===== config.mk =====
export PLATFORM = sky130hd
export DESIGN_NAME = fp_mul_flag_pipe
export DESIGN_NICKNAME = d
export VERILOG_FILES = /design/src/rtl/fp_mul_flag_pipe.sv
export SDC_FILE = /design/constraint.sdc
export NUM_CORES = 1
export LEC_CHECK = 0
export CAP_MARGIN = 20
export CORE_UTILIZATION = 30
export CTS_BUF_LIST = sky130_fd_sc_hd__clkbuf_8
export DETAILED_ROUTE_END_ITERATION = 6
export GPL_TIMING_DRIVEN = 0
export PLACE_DENSITY_LB_ADDON = 0.08
export SYNTH_ARGS = -nofsm -noshare
export SYNTH_HDL_FRONTEND = slang
export SYNTH_SLANG_ARGS = --single-unit

===== constraint.sdc =====
create_clock -name Clk -period 1.6 [get_ports Clk]
set_input_delay 0.32 -clock Clk [delete_from_list [all_inputs] [get_ports Clk]]
set_output_delay 0.32 -clock Clk [all_outputs]
set_load 0.03 [all_outputs]

===== src/rtl/fp_mul_flag_pipe.sv =====
// Two-stage special-case and rounding-flag generator for the FP multiplier.
// Operand classes and rounding terms are registered in stage 1, combined product flags in stage 2.
module fp_mul_flag_pipe #(
  parameter int EXP_W = 8,
  parameter int MAN_W = 23
) (
  input  logic               Clk,
  input  logic               Rst,
  input  logic               in_valid,
  output logic               in_ready,
  input  logic [EXP_W-1:0]   a_exp,
  input  logic [MAN_W-1:0]   a_man,
  input  logic [EXP_W-1:0]   b_exp,
  input  logic [MAN_W-1:0]   b_man,
  input  logic               p_sign,
  input  logic [EXP_W+1:0]   p_exp,
  input  logic [MAN_W-1:0]   p_man,
  input  logic [MAN_W:0]     p_rbits,
  input  logic [1:0]         rnd_mode,
  output logic               out_valid,
  input  logic               out_ready,
  output logic [3:0]         out_cls,
  output logic [3:0]         out_rnd,
  output logic               out_inexact,
  input  logic               sticky_clr,
  output logic [4:0]         sticky_flags
);

  // Operand class as {nan, inf, zero, dnf}.
  function automatic logic [3:0] classify(input logic [EXP_W-1:0] e, input logic [MAN_W-1:0] m);
    logic e_zero;
    logic e_ones;
    logic m_zero;
    e_zero = (e == '0);
    e_ones = &e;
    m_zero = (m == '0);
    classify = {e_ones & ~m_zero, e_ones & m_zero, e_zero & m_zero, e_zero & ~m_zero};
  endfunction

  logic       w_s1_load;
  logic       w_s2_load;
  logic       w_hs;
  logic [3:0] w_a_cls;
  logic [3:0] w_b_cls;
  logic       w_guard;
  logic       w_sticky;
  logic       w_inexact;
  logic       w_round_inc;
  logic       w_all_ones;
  logic       w_uf;
  logic       w_of;
  logic [3:0] w_cls;
  logic [4:0] w_sticky_set;

  logic       r_s1_valid;
  logic [3:0] r_s1_a_cls;
  logic [3:0] r_s1_b_cls;
  logic [3:0] r_s1_rnd;
  logic       r_s1_inexact;

  assign w_s2_load = ~out_valid | out_ready;
  assign w_s1_load = ~r_s1_valid | w_s2_load;
  assign in_ready  = w_s1_load & ~Rst;
  assign w_hs      = out_valid & out_ready;

  assign w_a_cls    = classify(a_exp, a_man);
  assign w_b_cls    = classify(b_exp, b_man);
  assign w_guard    = p_rbits[MAN_W];
  assign w_sticky   = |p_rbits[MAN_W-1:0];
  assign w_inexact  = w_guard | w_sticky;
  assign w_all_ones = &p_man;
  assign w_uf       = p_exp[EXP_W+1];
  assign w_of       = ~p_exp[EXP_W+1] & (p_exp[EXP_W] | (&p_exp[EXP_W-1:0]));

  always_comb begin
    w_round_inc = 1'b0;
    case (rnd_mode)
      2'b00:   w_round_inc = w_guard & (p_man[0] | w_sticky);
      2'b01:   w_round_inc = 1'b0;
      2'b10:   w_round_inc = ~p_sign & w_inexact;
      2'b11:   w_round_inc = p_sign & w_inexact;
      default: w_round_inc = 1'b0;
    endcase
  end

  // Product class bits are independent; an invalid 0*inf raises nan without also raising inf or zero.
  always_comb begin
    w_cls    = 4'b0000;
    w_cls[3] = r_s1_a_cls[3] | r_s1_b_cls[3] | (r_s1_a_cls[2] & r_s1_b_cls[1]) | (r_s1_a_cls[1] & r_s1_b_cls[2]);
    w_cls[2] = (r_s1_a_cls[2] & ~(r_s1_b_cls[3] | r_s1_b_cls[1])) | (r_s1_b_cls[2] & ~(r_s1_a_cls[3] | r_s1_a_cls[1]));
    w_cls[1] = (r_s1_a_cls[1] & ~(r_s1_b_cls[3] | r_s1_b_cls[2])) | (r_s1_b_cls[1] & ~(r_s1_a_cls[3] | r_s1_a_cls[2]));
    w_cls[0] = r_s1_a_cls[0] | r_s1_b_cls[0];
  end

  always_ff @(posedge Clk) begin
    if (Rst) begin
      r_s1_valid   <= 1'b0;
      r_s1_a_cls   <= 4'b0000;
      r_s1_b_cls   <= 4'b0000;
      r_s1_rnd     <= 4'b0000;
      r_s1_inexact <= 1'b0;
    end else if (w_s1_load) begin
      r_s1_valid <= in_valid;
      if (in_valid) begin
        r_s1_a_cls   <= w_a_cls;
        r_s1_b_cls   <= w_b_cls;
        r_s1_rnd     <= {w_round_inc, w_all_ones, w_uf, w_of};
        r_s1_inexact <= w_inexact;
      end
    end
  end

  always_ff @(posedge Clk) begin
    if (Rst) begin
      out_valid   <= 1'b0;
      out_cls     <= 4'b0000;
      out_rnd     <= 4'b0000;
      out_inexact <= 1'b0;
    end else if (w_s2_load) begin
      out_valid <= r_s1_valid;
      if (r_s1_valid) begin
        out_cls     <= w_cls;
        out_rnd     <= r_s1_rnd;
        out_inexact <= r_s1_inexact;
      end
    end
  end

  assign w_sticky_set = {out_cls[3], out_rnd[0], out_rnd[1], out_inexact, out_cls[0]};

  // A clear coinciding with a handshake leaves exactly that handshake's flags.
  always_ff @(posedge Clk) begin
    if (Rst) begin
      sticky_flags <= 5'b00000;
    end else if (sticky_clr) begin
      sticky_flags <= w_hs ? w_sticky_set : 5'b00000;
    end else if (w_hs) begin
      sticky_flags <= sticky_flags | w_sticky_set;
    end
  end

endmodule


Word-level counts from Yosys, hierarchy flattened. Cells that the tools add are included.

Bits in registers: 29. Input port bits: 127. Output and inout port bits: 16. Word-level logic and storage cells: 77.

Equal/unequal tests: 3. Multiplexer cells: 4. Bitwise operators: 47. Reductions and logical operators: 13.

Operators with widths (count): $logic_not 23->1 (2); $reduce_and 8->1 (3); $reduce_and 23->1 (1); $reduce_or 23->1 (1); $and 1x1->1 (20); $logic_not 8->1 (2); $mux 5 (3); $or 1x1->1 (15); $not 1->1 (11); $or 5x5->5 (1); $eq 2x2->1 const B (2); $pmux 1 s4 (1); $reduce_and 2->1 (2); $eq 2x1->1 const B (1); $logic_not 2->1 (1); $reduce_bool 2->1 (1).

Longest topological paths before layout.
Depth after elaboration: 4. Depth in mapped cells: 5. Mapped depth without buffers: 4.

Worst setup path before layout. Ideal clock, no wire load.

Kind: register to output. From: register out_valid. To: output in_ready. Arrival: 1153 ps. Data required time: 1280 ps. Slack: 127 ps. Cell stages (with the launch flop): 3. Buffers on the path: 0. Path through: dfxtp_1 and3b_1 nor2_1.

Cells in the longest elaborated chain, start to end: 4.

RTL lines: start, declared (line 20) `output logic out_valid,`; start signal, assigned (line 120) `out_valid <= r_s1_valid;`; $not 1->1 (line 61) `assign w_s2_load = ~out_valid | out_ready;`; $or 1x1->1 (line 61); $or 1x1->1 (line 62) `assign w_s1_load = ~r_s1_valid | w_s2_load;`; $and 1x1->1 (line 63) `assign in_ready = w_s1_load & ~Rst;`; end, declared (line 10) `output logic in_ready,`.

Every way passes these cells.

Worst setup path after layout. Same ends and word-level chain as after synthesis.

==> flow_summary.yaml <==
status:
  status: "finished, violations left"
  violations: "design-rule violations"
sta:
  min_period_ns: 1.51
  setup_violations: 0
  slew_headroom_pct: 69.1
  slew_violations: 0
  grt_setup_unrepaired: "no"
  fin_skew_ns: 0.00300
  clock.fmax_ghz: 0.661
  fin_ws_ns: 0.0878
  fin_crit_sh_pct: 94.5
  worst_pin_slew_ns: 0.464
  tns_ns: 0
  hold_violations: 0
setup_path:
  r2r.worst_path.cells: 5
  arrival_ns: 1.19
  r2r-start: "out_valid"
  start_kind: "flop"
  cp.required_ns: 1.28
  timing.rr.end: "r_s1_b_cls[1]"
  crit_fanout: 9
  reg2reg_slack_ns: 0.27
  critical_path_class: "flop to output pin"
  endpoint_kind: "output pin"
yosys:
  syn_avg_cell_area_sq_um: 8.17
  synthCells: 176
  muxShareOfSynthArea_pct: 0
  yosys_warnings: 0
  syn-cell-area_sq_um: 1440
  synth_compound_area_share_pct: 17.8
  synth_top_family_by_area: "simple AND/OR/NAND/NOR gates"
  synthAdderAreaFrac_pct: 0
  ys_ff_latch: 29
  synth.top_cell.area_share_pct: 40.4
  synth_ff_type: "dfxtp_1"
  syn-num-nets: 303
  synth_top_area_cell: "dfxtp_1"
  synth_edf_count: 0
  synth_xor_area_share_pct: 0
  synth-seq-area-share_pct: 40.4
  yosysUniqueCellTypes: 36
  synth_common_cells: "dfxtp_1, nand2_1, nor4_1"
  yosys.area_share.simple_pct: 39.3
  yosysMostFrequentCell: "dfxtp_1"
  synthTopCellsByArea: "dfxtp_1, nor4_1, nand2_1"
  ys_async_sr_fraction_pct: 0
floorplanning:
  die-width_um: 71.2
  rows: 24
  die-area_sq_um: 5070
  core_sq_um: 4470
  initial_core_util_pct: 32.1
  ios: 143
  die_height_um: 71.2
cts:
  clk_latency_ns: 0.27
  cts.clk_slew.worst_paths_ns: 0.06
  cts_hold_buf: 0
  cts_root_buffer: "clkbuf_8"
  cts_buffers: 5
  tritoncts: "built"
  htreeDepth: 2
  cts.path.max_buffers: 2
  cts.sinks: 29
cells_and_area:
  nFillCells: 424
  drive_above_1_share_pct: 6.77
  finalNetCount: 452
  final_cell_area_sq_um: 3020
  syn_to_final_growth_pct: 110
  n_antenna_cell: 0
power:
  p_leak_nw: 1.14
  ir_drop_mv: 0.425
  totalPowerFinal_mw: 1.80
  power_density_nw_per_um2: 596
routing:
  dr_total_vias: 1910
  dr.pass1.iters: 6
  drt-wirelength-per-cell_um: 12.7
  ant_nets: 0
  first_iter_violations: 60
  drc: 5
  vias_per_cell: 5.07
  wirelength_um: 4780
flow_run:
  cap_violations: 0
global_route:
  grt_max_degree: 11
  grt_pass1_wl_um: 7730
  first_global_vias: 1864
  track_usage_pct: 18.9
  gr-total-overflow: 0
  antenna_found_initial: 0
hold_path:
  min-delay-start: "Rst"
  hold_path.class: "primary input to flop"
  min_to: "r_s1_rnd[2]"
  whs_path_depth: 3
place:
  dpl.hpwl_um: 4120
  io_buffers: 141
  placed_cell_area_sq_um: 2910
  finalWeightedCongestion: 0.695
  dpl_worst_slack_ns: -0.705
==> routing by layer <==
metal	share of wire (%)	GRT usage [%]	routed length [um]	vias to the layer above
li1	-	-	-	976
met1	37	19.0	1770	858
met2	54	36.8	2590	70
met3	7.6	6.61	363	6
met4	1.3	4.67	63	0
met5	0	0	0	-
==> what timing repair did <==
action	4_1_cts	5_1_grt
setup endpoints to repair	23	7
pin swaps	0	1
gates cloned	0	0
hold endpoints to repair	0	0
buffers inserted	0	1
resized for setup	22	4
==> logic make-up (layout without fill, tap and decap cells) <==
family / after synthesis / in the layout
DFF: 29 / 29
buffers and inverters: 7 / 156
and+or+nand+nor: 105 / 105
AOI/OAI and AO/OA: 35 / 35
==> registers in the layout (all words and copies together), names as in the netlist <==
| name | count |
|---|---|
| r_s1_valid | 1 |
| r_s1_rnd | 4 |
| out_inexact | 1 |
| out_valid | 1 |
| out_rnd | 4 |
| out_cls | 4 |
| r_s1_inexact | 1 |
| r_s1_b_cls | 4 |
| r_s1_a_cls | 4 |
| sticky_flags | 5 |
==> worst max-delay path by stage <==
stage	slack, ns	endpoint	from	cells after the start
3_3_place_gp	-0.70	in_ready	out_ready	4
4_1_cts	0.003	out_rnd[2]	out_rnd[2]	1
6_report	0.09	in_ready	out_valid	3
5_1_grt	0.01	in_ready	out_valid	3
2_1_floorplan	0.13	in_ready	out_valid	2
3_5_place_dp	-0.70	in_ready	out_ready	4
==> power by group <==
part           total, mW  leakage (nW)  internal (mW)  switching (mW)
combinational      0.463         0.856          0.322           0.141
clock              0.578        0.0485          0.334           0.244
sequential         0.757         0.236          0.742          0.0149
total               1.80          1.14           1.40           0.400
==> stage by stage <==
step                utilization (%)  hold WS, ns  instances
floorplan                         -        0.426        176
global placement               65.1        0.438        369
finish                         67.4        0.382        377
global route                   67.4        0.405        377
detailed placement             65.1        0.447        369
CTS                            66.7        0.376        376
==> layout make-up <==
| cell class | instances | area, sq um | share of cell area, % |
|---|---|---|---|
| clock inverters | 1 | 3.75 | 0.124 |
| clock buffers | 6 | 82.6 | 2.74 |
| flip-flops and latches | 29 | 582 | 19.3 |
| multi-input cells | 140 | 830 | 27.5 |
| plain buffers | 4 | 23.8 | 0.788 |
| well taps | 52 | 65.1 | 2.16 |
| inverters | 3 | 11.3 | 0.373 |
| repair buffers | 142 | 1420 | 47.1 |
==> critical path: stages, from the launching register on <==
cell	delay, ns
dfxtp_2	0.36
and3b_2	0.25
nor2_1	0.10
buf_2	0.21
==> placed cells by master (no fill, tap or decap), types with 6 or more instances in the layout <==
| master | instances |
|---|---|
| nor4_1 | 19 |
| nor2_1 | 19 |
| nand2_1 | 27 |
| nor3_1 | 8 |
| clkbuf_8 | 6 |
| dlygate4sd2_1 | 12 |
| nand4_1 | 12 |
| a21oi_1 | 11 |
| dfxtp_1 | 28 |
| clkdlybuf4s50_1 | 124 |
No activity file was read; power rests on OpenSTA's default activity.
